$ cat src/rtl/tcm_lsu_pkg.sv
// Shared types for the TCM load/store unit.
//   size_e   : access size encoding carried on the request (3 is illegal)
//   state_e  : request/response sequencing FSM states
//   req_t    : request attributes held from the accept cycle until the response
package tcm_lsu_pkg;

  typedef enum logic [1:0] {
    SZ_BYTE = 2'd0,
    SZ_HALF = 2'd1,
    SZ_WORD = 2'd2
  } size_e;

  typedef enum logic [1:0] {
    ST_IDLE = 2'd0,
    ST_WAIT = 2'd1,
    ST_RSP  = 2'd2
  } state_e;

  // size is kept as raw bits so the illegal encoding can be stored and reported.
  typedef struct packed {
    logic [1:0] addr_lo;
    logic [1:0] size;
    logic       uns;
    logic       write;
    logic       err;
    logic [4:0] rd;
  } req_t;

endpackage

$ cat src/rtl/tcm_lsu_if.sv
// Bundle of the LSU's request, response and TCM data-port signals.
//   slave  : the LSU side (takes requests, returns responses, drives the TCM)
//   master : the environment side (core pipeline + TCM macro)
interface tcm_lsu_if #(
  parameter int MEM_ADDR_WIDTH = 8
) ();
  logic                      i_req_valid;
  logic                      o_req_ready;
  logic [31:0]               i_req_addr;
  logic                      i_req_write;
  logic [1:0]                i_req_size;
  logic                      i_req_unsigned;
  logic [31:0]               i_req_wdata;
  logic [4:0]                i_req_rd;
  logic                      o_rsp_valid;
  logic                      i_rsp_ready;
  logic [31:0]               o_rsp_data;
  logic [4:0]                o_rsp_rd;
  logic                      o_rsp_err;
  logic                      o_tcm_sel;
  logic [MEM_ADDR_WIDTH-1:0] o_tcm_addr;
  logic                      o_tcm_write;
  logic [3:0]                o_tcm_mask;
  logic [31:0]               o_tcm_wdata;
  logic [31:0]               i_tcm_rdata;

  modport slave (
    input  i_req_valid, i_req_addr, i_req_write, i_req_size, i_req_unsigned,
           i_req_wdata, i_req_rd, i_rsp_ready, i_tcm_rdata,
    output o_req_ready, o_rsp_valid, o_rsp_data, o_rsp_rd, o_rsp_err,
           o_tcm_sel, o_tcm_addr, o_tcm_write, o_tcm_mask, o_tcm_wdata
  );

  modport master (
    output i_req_valid, i_req_addr, i_req_write, i_req_size, i_req_unsigned,
           i_req_wdata, i_req_rd, i_rsp_ready, i_tcm_rdata,
    input  o_req_ready, o_rsp_valid, o_rsp_data, o_rsp_rd, o_rsp_err,
           o_tcm_sel, o_tcm_addr, o_tcm_write, o_tcm_mask, o_tcm_wdata
  );
endinterface

$ cat src/rtl/tcm_lsu_fmt.sv
// Combinational data formatting for the LSU.
//   st_size/st_addr_lo/st_data -> st_mask/st_wdata : store lane replication + byte mask
//   ld_size/ld_addr_lo/ld_uns/ld_rdata -> ld_data  : load lane extraction + extension
module tcm_lsu_fmt
  import tcm_lsu_pkg::*;
(
  input  logic [1:0]  st_size,
  input  logic [1:0]  st_addr_lo,
  input  logic [31:0] st_data,
  output logic [3:0]  st_mask,
  output logic [31:0] st_wdata,
  input  logic [1:0]  ld_size,
  input  logic [1:0]  ld_addr_lo,
  input  logic        ld_uns,
  input  logic [31:0] ld_rdata,
  output logic [31:0] ld_data
);

  logic [31:0] lane;

  // Store: replicate the right-justified data onto every lane, mask the addressed ones.
  always_comb begin
    st_mask  = 4'b0000;
    st_wdata = st_data;
    case (st_size)
      SZ_BYTE: begin
        st_wdata = {4{st_data[7:0]}};
        st_mask  = 4'b0001 << st_addr_lo;
      end
      SZ_HALF: begin
        st_wdata = {2{st_data[15:0]}};
        st_mask  = st_addr_lo[1] ? 4'b1100 : 4'b0011;
      end
      SZ_WORD: begin
        st_wdata = st_data;
        st_mask  = 4'b1111;
      end
      default: begin
        st_wdata = st_data;
        st_mask  = 4'b0000;
      end
    endcase
  end

  // Load: shift the addressed lane down to bit 0, then sign- or zero-extend.
  always_comb begin
    lane    = ld_rdata >> {ld_addr_lo, 3'b000};
    ld_data = 32'h0000_0000;
    case (ld_size)
      SZ_BYTE: ld_data = {{24{~ld_uns & lane[7]}}, lane[7:0]};
      SZ_HALF: ld_data = {{16{~ld_uns & lane[15]}}, lane[15:0]};
      SZ_WORD: ld_data = ld_rdata;
      default: ld_data = 32'h0000_0000;
    endcase
  end

endmodule

$ cat src/rtl/tcm_lsu.sv
// Load/store initiator for the TCM data port.
//   i_clk, i_reset_n : clock and asynchronous active-low reset
//   bus (slave)      : request channel in, response channel out, TCM data port out
// A request is accepted in IDLE (or in RSP together with a response consume). The
// TCM is driven combinationally in the accept cycle; the read data arrives one
// cycle later (WAIT) and is formatted and registered into the response (RSP).
module tcm_lsu
  import tcm_lsu_pkg::*;
#(
  parameter int          MEM_ADDR_WIDTH = 8,
  parameter logic [31:0] TCM_BASE       = 32'h0000_0000
) (
  input  logic     i_clk,
  input  logic     i_reset_n,
  tcm_lsu_if.slave bus
);

  // Byte size of the TCM window; 33 bits so the compare never wraps.
  localparam logic [32:0] WINDOW = 33'd4 << MEM_ADDR_WIDTH;

  state_e      state;
  req_t        req_q;
  req_t        req_new;
  logic        rsp_valid;
  logic [31:0] rsp_data;
  logic [4:0]  rsp_rd;
  logic        rsp_err;
  logic        req_ready;
  logic        accept;
  logic        misalign;
  logic        out_of_window;
  logic        req_err;
  logic [31:0] offset;
  logic [31:0] ld_data;

  // Request ready: free in IDLE, or in RSP when the current response is being consumed.
  always_comb begin
    req_ready = 1'b0;
    case (state)
      ST_IDLE: req_ready = 1'b1;
      ST_WAIT: req_ready = 1'b0;
      ST_RSP:  req_ready = bus.i_rsp_ready;
      default: req_ready = 1'b0;
    endcase
  end

  // Request error classification: illegal size, misalignment, outside the window.
  always_comb begin
    misalign = 1'b0;
    case (bus.i_req_size)
      SZ_BYTE: misalign = 1'b0;
      SZ_HALF: misalign = bus.i_req_addr[0];
      SZ_WORD: misalign = (bus.i_req_addr[1:0] != 2'b00);
      default: misalign = 1'b1;
    endcase
    offset        = bus.i_req_addr - TCM_BASE;
    out_of_window = ({1'b0, offset} >= WINDOW);
    req_err       = misalign | out_of_window;
  end

  assign accept = bus.i_req_valid & req_ready;

  assign req_new = '{addr_lo: bus.i_req_addr[1:0],
                     size:    bus.i_req_size,
                     uns:     bus.i_req_unsigned,
                     write:   bus.i_req_write,
                     err:     req_err,
                     rd:      bus.i_req_rd};

  // Reset gating keeps the TCM untouched even if a request is presented during reset.
  assign bus.o_req_ready = req_ready;
  assign bus.o_tcm_sel   = accept & ~req_err & i_reset_n;
  assign bus.o_tcm_write = bus.o_tcm_sel & bus.i_req_write;
  assign bus.o_tcm_addr  = bus.i_req_addr[MEM_ADDR_WIDTH+1:2];

  tcm_lsu_fmt u_fmt (
    .st_size    (bus.i_req_size),
    .st_addr_lo (bus.i_req_addr[1:0]),
    .st_data    (bus.i_req_wdata),
    .st_mask    (bus.o_tcm_mask),
    .st_wdata   (bus.o_tcm_wdata),
    .ld_size    (req_q.size),
    .ld_addr_lo (req_q.addr_lo),
    .ld_uns     (req_q.uns),
    .ld_rdata   (bus.i_tcm_rdata),
    .ld_data    (ld_data)
  );

  // Sequencing FSM with registered response outputs.
  always_ff @(posedge i_clk or negedge i_reset_n) begin
    if (!i_reset_n) begin
      state     <= ST_IDLE;
      req_q     <= '0;
      rsp_valid <= 1'b0;
      rsp_data  <= 32'h0000_0000;
      rsp_rd    <= 5'd0;
      rsp_err   <= 1'b0;
    end else begin
      case (state)
        ST_IDLE: begin
          if (accept) begin
            req_q <= req_new;
            state <= ST_WAIT;
          end else begin
            state <= ST_IDLE;
          end
        end
        ST_WAIT: begin
          rsp_valid <= 1'b1;
          rsp_data  <= (req_q.err | req_q.write) ? 32'h0000_0000 : ld_data;
          rsp_rd    <= req_q.rd;
          rsp_err   <= req_q.err;
          state     <= ST_RSP;
        end
        ST_RSP: begin
          if (bus.i_rsp_ready) begin
            rsp_valid <= 1'b0;
            if (accept) begin
              req_q <= req_new;
              state <= ST_WAIT;
            end else begin
              state <= ST_IDLE;
            end
          end else begin
            state <= ST_RSP;
          end
        end
        default: begin
          rsp_valid <= 1'b0;
          state     <= ST_IDLE;
        end
      endcase
    end
  end

  assign bus.o_rsp_valid = rsp_valid;
  assign bus.o_rsp_data  = rsp_data;
  assign bus.o_rsp_rd    = rsp_rd;
  assign bus.o_rsp_err   = rsp_err;

endmodule

$ cat src/flat_wrapper.sv
// flat-port wrapper written by rule: the top's interface ports become plain ports
module tcm_lsu_flat import tcm_lsu_pkg::*;
#(
  parameter int          MEM_ADDR_WIDTH = 8,
  parameter logic [31:0] TCM_BASE       = 32'h0000_0000
)
  (i_clk, i_reset_n, bus_i_req_valid, bus_i_req_addr, bus_i_req_write, bus_i_req_size, bus_i_req_unsigned, bus_i_req_wdata, bus_i_req_rd, bus_i_rsp_ready, bus_i_tcm_rdata, bus_o_req_ready, bus_o_rsp_valid, bus_o_rsp_data, bus_o_rsp_rd, bus_o_rsp_err, bus_o_tcm_sel, bus_o_tcm_addr, bus_o_tcm_write, bus_o_tcm_mask, bus_o_tcm_wdata);
  tcm_lsu_if #(.MEM_ADDR_WIDTH(MEM_ADDR_WIDTH)) bus_i ();
  input  logic i_clk;
  input  logic i_reset_n;
  input wire logic [$bits(bus_i.i_req_valid)-1:0] bus_i_req_valid;
  input wire logic [$bits(bus_i.i_req_addr)-1:0] bus_i_req_addr;
  input wire logic [$bits(bus_i.i_req_write)-1:0] bus_i_req_write;
  input wire logic [$bits(bus_i.i_req_size)-1:0] bus_i_req_size;
  input wire logic [$bits(bus_i.i_req_unsigned)-1:0] bus_i_req_unsigned;
  input wire logic [$bits(bus_i.i_req_wdata)-1:0] bus_i_req_wdata;
  input wire logic [$bits(bus_i.i_req_rd)-1:0] bus_i_req_rd;
  input wire logic [$bits(bus_i.i_rsp_ready)-1:0] bus_i_rsp_ready;
  input wire logic [$bits(bus_i.i_tcm_rdata)-1:0] bus_i_tcm_rdata;
  output wire logic [$bits(bus_i.o_req_ready)-1:0] bus_o_req_ready;
  output wire logic [$bits(bus_i.o_rsp_valid)-1:0] bus_o_rsp_valid;
  output wire logic [$bits(bus_i.o_rsp_data)-1:0] bus_o_rsp_data;
  output wire logic [$bits(bus_i.o_rsp_rd)-1:0] bus_o_rsp_rd;
  output wire logic [$bits(bus_i.o_rsp_err)-1:0] bus_o_rsp_err;
  output wire logic [$bits(bus_i.o_tcm_sel)-1:0] bus_o_tcm_sel;
  output wire logic [$bits(bus_i.o_tcm_addr)-1:0] bus_o_tcm_addr;
  output wire logic [$bits(bus_i.o_tcm_write)-1:0] bus_o_tcm_write;
  output wire logic [$bits(bus_i.o_tcm_mask)-1:0] bus_o_tcm_mask;
  output wire logic [$bits(bus_i.o_tcm_wdata)-1:0] bus_o_tcm_wdata;
  assign bus_i.i_req_valid = bus_i_req_valid;
  assign bus_i.i_req_addr = bus_i_req_addr;
  assign bus_i.i_req_write = bus_i_req_write;
  assign bus_i.i_req_size = bus_i_req_size;
  assign bus_i.i_req_unsigned = bus_i_req_unsigned;
  assign bus_i.i_req_wdata = bus_i_req_wdata;
  assign bus_i.i_req_rd = bus_i_req_rd;
  assign bus_i.i_rsp_ready = bus_i_rsp_ready;
  assign bus_i.i_tcm_rdata = bus_i_tcm_rdata;
  assign bus_o_req_ready = bus_i.o_req_ready;
  assign bus_o_rsp_valid = bus_i.o_rsp_valid;
  assign bus_o_rsp_data = bus_i.o_rsp_data;
  assign bus_o_rsp_rd = bus_i.o_rsp_rd;
  assign bus_o_rsp_err = bus_i.o_rsp_err;
  assign bus_o_tcm_sel = bus_i.o_tcm_sel;
  assign bus_o_tcm_addr = bus_i.o_tcm_addr;
  assign bus_o_tcm_write = bus_i.o_tcm_write;
  assign bus_o_tcm_mask = bus_i.o_tcm_mask;
  assign bus_o_tcm_wdata = bus_i.o_tcm_wdata;
  tcm_lsu #(.MEM_ADDR_WIDTH(MEM_ADDR_WIDTH), .TCM_BASE(TCM_BASE)) u_core (.i_clk(i_clk), .i_reset_n(i_reset_n), .bus(bus_i));
endmodule
$ cat config.mk
export PLATFORM = sky130hd
export DESIGN_NAME = tcm_lsu_flat
export DESIGN_NICKNAME = d
export VERILOG_FILES = /design/src/rtl/tcm_lsu_pkg.sv /design/src/rtl/tcm_lsu_if.sv /design/src/rtl/tcm_lsu_fmt.sv /design/src/rtl/tcm_lsu.sv /design/src/flat_wrapper.sv
export SDC_FILE = /design/constraint.sdc
export NUM_CORES = 1
export LEC_CHECK = 0
export CORE_AREA = 10 10 107 99
export CTS_CLUSTER_SIZE = 28
export DETAILED_ROUTE_END_ITERATION = 12
export DIE_AREA = 0 0 117 109
export GPL_TIMING_DRIVEN = 0
export PLACE_DENSITY = 0.9
export SLEW_MARGIN = 20
export SYNTH_ARGS = -nofsm -noshare
export SYNTH_HDL_FRONTEND = slang
export SYNTH_HIERARCHICAL = 1
export SYNTH_SLANG_ARGS = --single-unit
$ cat constraint.sdc
create_clock -name i_clk -period 3.6 [get_ports i_clk]
set_clock_uncertainty 0.2 [all_clocks]
set_input_delay 0.9 -clock i_clk [delete_from_list [all_inputs] [get_ports i_clk]]
set_output_delay 0.9 -clock i_clk [all_outputs]
set_load 0.01 [all_outputs]
* Word level (Yosys, flattened, before mapping) *
Index checks and enable logic that the tools add are counted.

storage, ports and cells
  bits in registers = 53
  input bits = 109
  output and inout bits = 86
  word-level logic and storage cells = 54

operators by class
  order comparisons = 1
  equality and inequality tests = 7
  shift operators = 2
  muxes and demuxes = 15
  bitwise operators = 11
  reduce and logical (&&, ||, !) cells = 7

operators by type and width
  cell                  number
  $pmux 32 s3           1
  $pmux 32 s2           1
  $ge 32x11->1 const B  1
  $mux 32               1
  $shr 32x5->16         1
  $mux 12               2
  $pmux 12 s2           1
  $pmux 4 s3            1
  $and 1x1->1           6
  $eq 2x1->1 const B    3
  $eq 2x2->1 const B    3
  $logic_not 2->1       3
  $pmux 1 s3            2
  $pmux 2 s3            1
  $mux 4                1
  $reduce_and 2->1      2
  $reduce_bool 2->1     2
  $shl 1x2->4 const A   1
  $not 1->1             3
  $mux 1                2
  $mux 2                1
  $ne 2x2->1 const B    1
  $or 1x1->1            2
  $pmux 1 s2            1

* Logic depth before layout (Yosys ltp) *
  word-level depth = 7
  depth in mapped cells = 6
  gate-level depth less buffers = 4

* By module *
The synthesis kept the hierarchy.

modules (own cells, without submodules)
  module       times used  cells an instance  area an instance (µm²)
  tcm_lsu      1           146                2077.0
  tcm_lsu_fmt  1           194                1253.7

* Least setup slack after synthesis *
OpenSTA, ideal clock, no wires.

  path kind = input -> output
  start = input port bus_i_req_size[0]
  end = output port bus_o_tcm_wdata[10]
  arrival = 1.889 ns
  setup slack = 0.611 ns
  stages = 3
  cells stage by stage = clkbuf_1 > nor2_1 > mux2_2

between the ends
  longest elaborated chain between the ends = 2
  elaborated cells on any way between the ends = 3
  those cells by class = eq/ne: 1; mux: 1; reduce/logical: 1

ends and longest elaborated chain
  element                                        line                RTL
  start, declared                                flat_wrapper.sv:14  input wire logic [$bits(bus_i.i_req_size)-1:0] bus_i_req_size;
  $eq 2x1->1 or $logic_not 2->1 (tied branches)  tcm_lsu_fmt.sv:25   case (st_size)
  $pmux 32 s2 *                                  tcm_lsu_fmt.sv:25
  end, declared                                  flat_wrapper.sv:29  output wire logic [$bits(bus_i.o_tcm_wdata)-1:0] bus_o_tcm_wdata;

Mark *: on every way between the ends. The rest lies on a longest branch, timed or not.

* Worst setup path after layout *
Ends and elaborated chain as after synthesis.

==> impl_metrics.json <==
{
  "status": "complete, no violations",
  "clk_pin_slew_ps": 110,
  "synthesis.area_um2": 3330,
  "slowest_delay_ps": 490,
  "maxCapViolCount": 0,
  "detailed_place.area_um2": 5320,
  "io-pin-count": 195,
  "crit_fanout": 8,
  "synth_edf_count": 0,
  "synth_compound_area_share_pct": 22.1,
  "rows": 32,
  "grt_pass1_vias": 3866,
  "mostFrequentLayoutCell": "clkdlybuf4s50_1",
  "grt_util_met3_pct": 8.84,
  "grt_pass1_wl_um": 21200,
  "ys.flop_type": "dfrtp_1",
  "h-tree-depth": 2,
  "hpwl_um": 11300,
  "post-route-period-util_pct": 98.8,
  "syn_nets": 449,
  "placed_cells": 628,
  "crit_type": "in2out",
  "num_vias": 3555,
  "core_area_um2": 8410,
  "antenna_found_initial": 2,
  "drtAntennaViolNets": 0,
  "clock_path_buffers": 2,
  "cts_tree": "done",
  "grt.overflow.total": 0,
  "wl_per_cell_um": 21.4,
  "worstPathArrival_ps": 2460,
  "drtPass1Iterations": 4,
  "gp_congestion": 0.918,
  "gr-usage-met1_pct": 22.9,
  "final-setup-viol-count": 0,
  "muxShareOfSynthArea_pct": 17.3,
  "via_per_inst": 5.46,
  "cts.sinks": 53,
  "final_cells": 651,
  "grt_max_degree": 56,
  "slew_violations": 0,
  "synthArstFlopShare_pct": 100,
  "portBuffers": 186,
  "max-slew-margin-rel_pct": 55.1,
  "cp.required_ps": 2500,
  "fmax_mhz": 281,
  "synth_cell_types": 37,
  "synth_top_family_by_area": "compound AO/OA/AOI/OAI gates",
  "ys_seq_area_share_pct": 39.8,
  "start_kind": "input port",
  "synth_xor_area_share_pct": 0.263,
  "rsz0062_at_grt": "no",
  "grt_use_total_pct": 21.1,
  "drcViolationCount": 0,
  "clk_latency_ps": 310,
  "synth_warnings": 6,
  "setup-tns-final_ps": 0,
  "min_period_ps": 3560,
  "yosys.area_share.simple_pct": 12.7,
  "layout.nets": 654,
  "start_util_pct": 39.6,
  "drt-total-wl_um": 13900,
  "fp.dieH_um": 109,
  "final_cell_mix": "clkdlybuf4s50_1 (152), dfrtp_1 (53), nand2_1 (46)",
  "ctsHoldBuffers": 0,
  "hp-class": "reg2reg",
  "crit_path_end_kind": "output pin",
  "max-vdd-ir-drop_mv": 0.248,
  "root_buffer": "clkbuf_8",
  "die_area_um2": 12800,
  "met2_usage_pct": 37.7,
  "cp_top_family": "buffers and inverters",
  "leakage_nw": 2.44,
  "worst-path-buf-inv": 3,
  "design_area_um2": 5580,
  "die_w_um": 117,
  "area_delta_synth_final_pct": 67.6,
  "drive_above_1_share_pct": 19.6,
  "drtIter0Drc": 180,
  "ys_seq_elements": 53,
  "cp_slowest_cell": "clkdlybuf4s50_1",
  "power_mw": 2.07,
  "busiest_layer": "met2",
  "synth_fa_ha_area_share_pct": 0,
  "cts_buffers": 5,
  "hold_violations": 0,
  "path_cells": "dlygate4sd2_1, clkbuf_8, nor2_4, mux2_2, clkdlybuf4s50_1",
  "syn_inst": 340,
  "synth_area_per_cell_um2": 9.80,
  "powerDensity_nw_per_um2": 371,
  "tightest_slew_ps": 674
}
-- final cells by class --
class                      count  area (µm²)
fill                         674        2830
buffer                        42         255
clock inverter                 3        50.0
tap                          102         128
sequential                    53        1330
antenna                        3        7.51
multi-input combinational    239        1770
inverter                       6        22.5
clock buffer                   5        68.8
timing repair buffer         198        1950
-- per-layer routing --
metal | part of all wire, % | vias to the layer above
met4 | 1.2 | 0
met3 | 11 | 15
met5 | 0 | -
met1 | 37 | 1718
met2 | 51 | 172
li1 | - | 1650
-- synth_stat cells, types with 8 or more instances --
library cell  count  area, µm²
dfrtp_1          53       1330
nand2_1          46        173
mux2_2           40        450
a22o_1           32        280
o21ai_0          28        140
buf_4            17        128
clkbuf_1         14       52.6
nor2_1           14       52.6
mux2i_1          11        110
nor2b_1           9       56.3
a22oi_1           8       60.1
a32oi_1           8       70.1
buf_2             8       40.0
-- kinds of logic after synthesis --
logic type,Yosys count
AO/OA/AOI/OAI,101
XOR/XNOR,1
buffers and inverters,48
flip-flops,53
multiplexers,52
AND/OR/NAND/NOR,85
-- registers in the layout, indices dropped and copies added, names as in the netlist --
| signal | cells |
|---|---|
| u_core/bus.o_rsp_err | 1 |
| u_core/req_q | 12 |
| u_core/state | 2 |
| u_core/bus.o_rsp_valid | 1 |
| u_core/bus.o_rsp_rd | 5 |
| u_core/bus.o_rsp_data | 32 |
-- timing repair --
item | in CTS | in global routing
pin swaps | 9 | 7
gates resized for setup | 36 | 18
setup endpoints to repair | 30 | 13
buffers inserted | 10 | 3
-- final timing paths --
kind                                                       start                               endpoint  slack, ps  cells past startpoint
min in group asynchronous                              i_reset_n  u_core/bus.o_rsp_data[28]$_DFFE_PN0P_        420                      1
worst min register to register  u_core/bus.o_rsp_err$_DFFE_PN0P_       u_core/bus.o_rsp_err$_DFFE_PN0P_        310                      2
worst max register to register         u_core/state[1]$_DFF_PN0_            u_core/req_q[5]$_DFFE_PN0P_       1300                     13
worst max-delay path                           bus_i_req_size[0]                    bus_o_tcm_wdata[10]         40                      5
max in group asynchronous                              i_reset_n   u_core/bus.o_rsp_data[5]$_DFFE_PN0P_       2330                      1
worst min-delay path            u_core/bus.o_rsp_err$_DFFE_PN0P_       u_core/bus.o_rsp_err$_DFFE_PN0P_        310                      2
-- where the power goes --
part | leakage [nW] | internal, mW | switching, mW | total (mW)
Clock | 0.0603 | 0.213 | 0.212 | 0.425
Combinational | 1.69 | 0.455 | 0.473 | 0.927
Sequential | 0.691 | 0.668 | 0.0507 | 0.719
Total | 2.44 | 1.34 | 0.735 | 2.07
-- worst min-delay path, cell delays in order (launching register included) --
cell and delay, ps:
dfrtp_1 360, nand2_1 50, o21ai_0 70
-- per-stage QoR --
| step | setup slack, ps | hold slack (ps) | utilization (%) |
|---|---|---|---|
| detailed placement | -638 | 285 | 63.2 |
| floorplan | 611 | 268 | - |
| global route | 4.01 | 327 | 66.3 |
| finish | 43.3 | 314 | 66.4 |
| global placement | -1450 | 264 | 63.3 |
| CTS | 1.42 | 313 | 65.5 |
(Power assumes the default switching activity.)
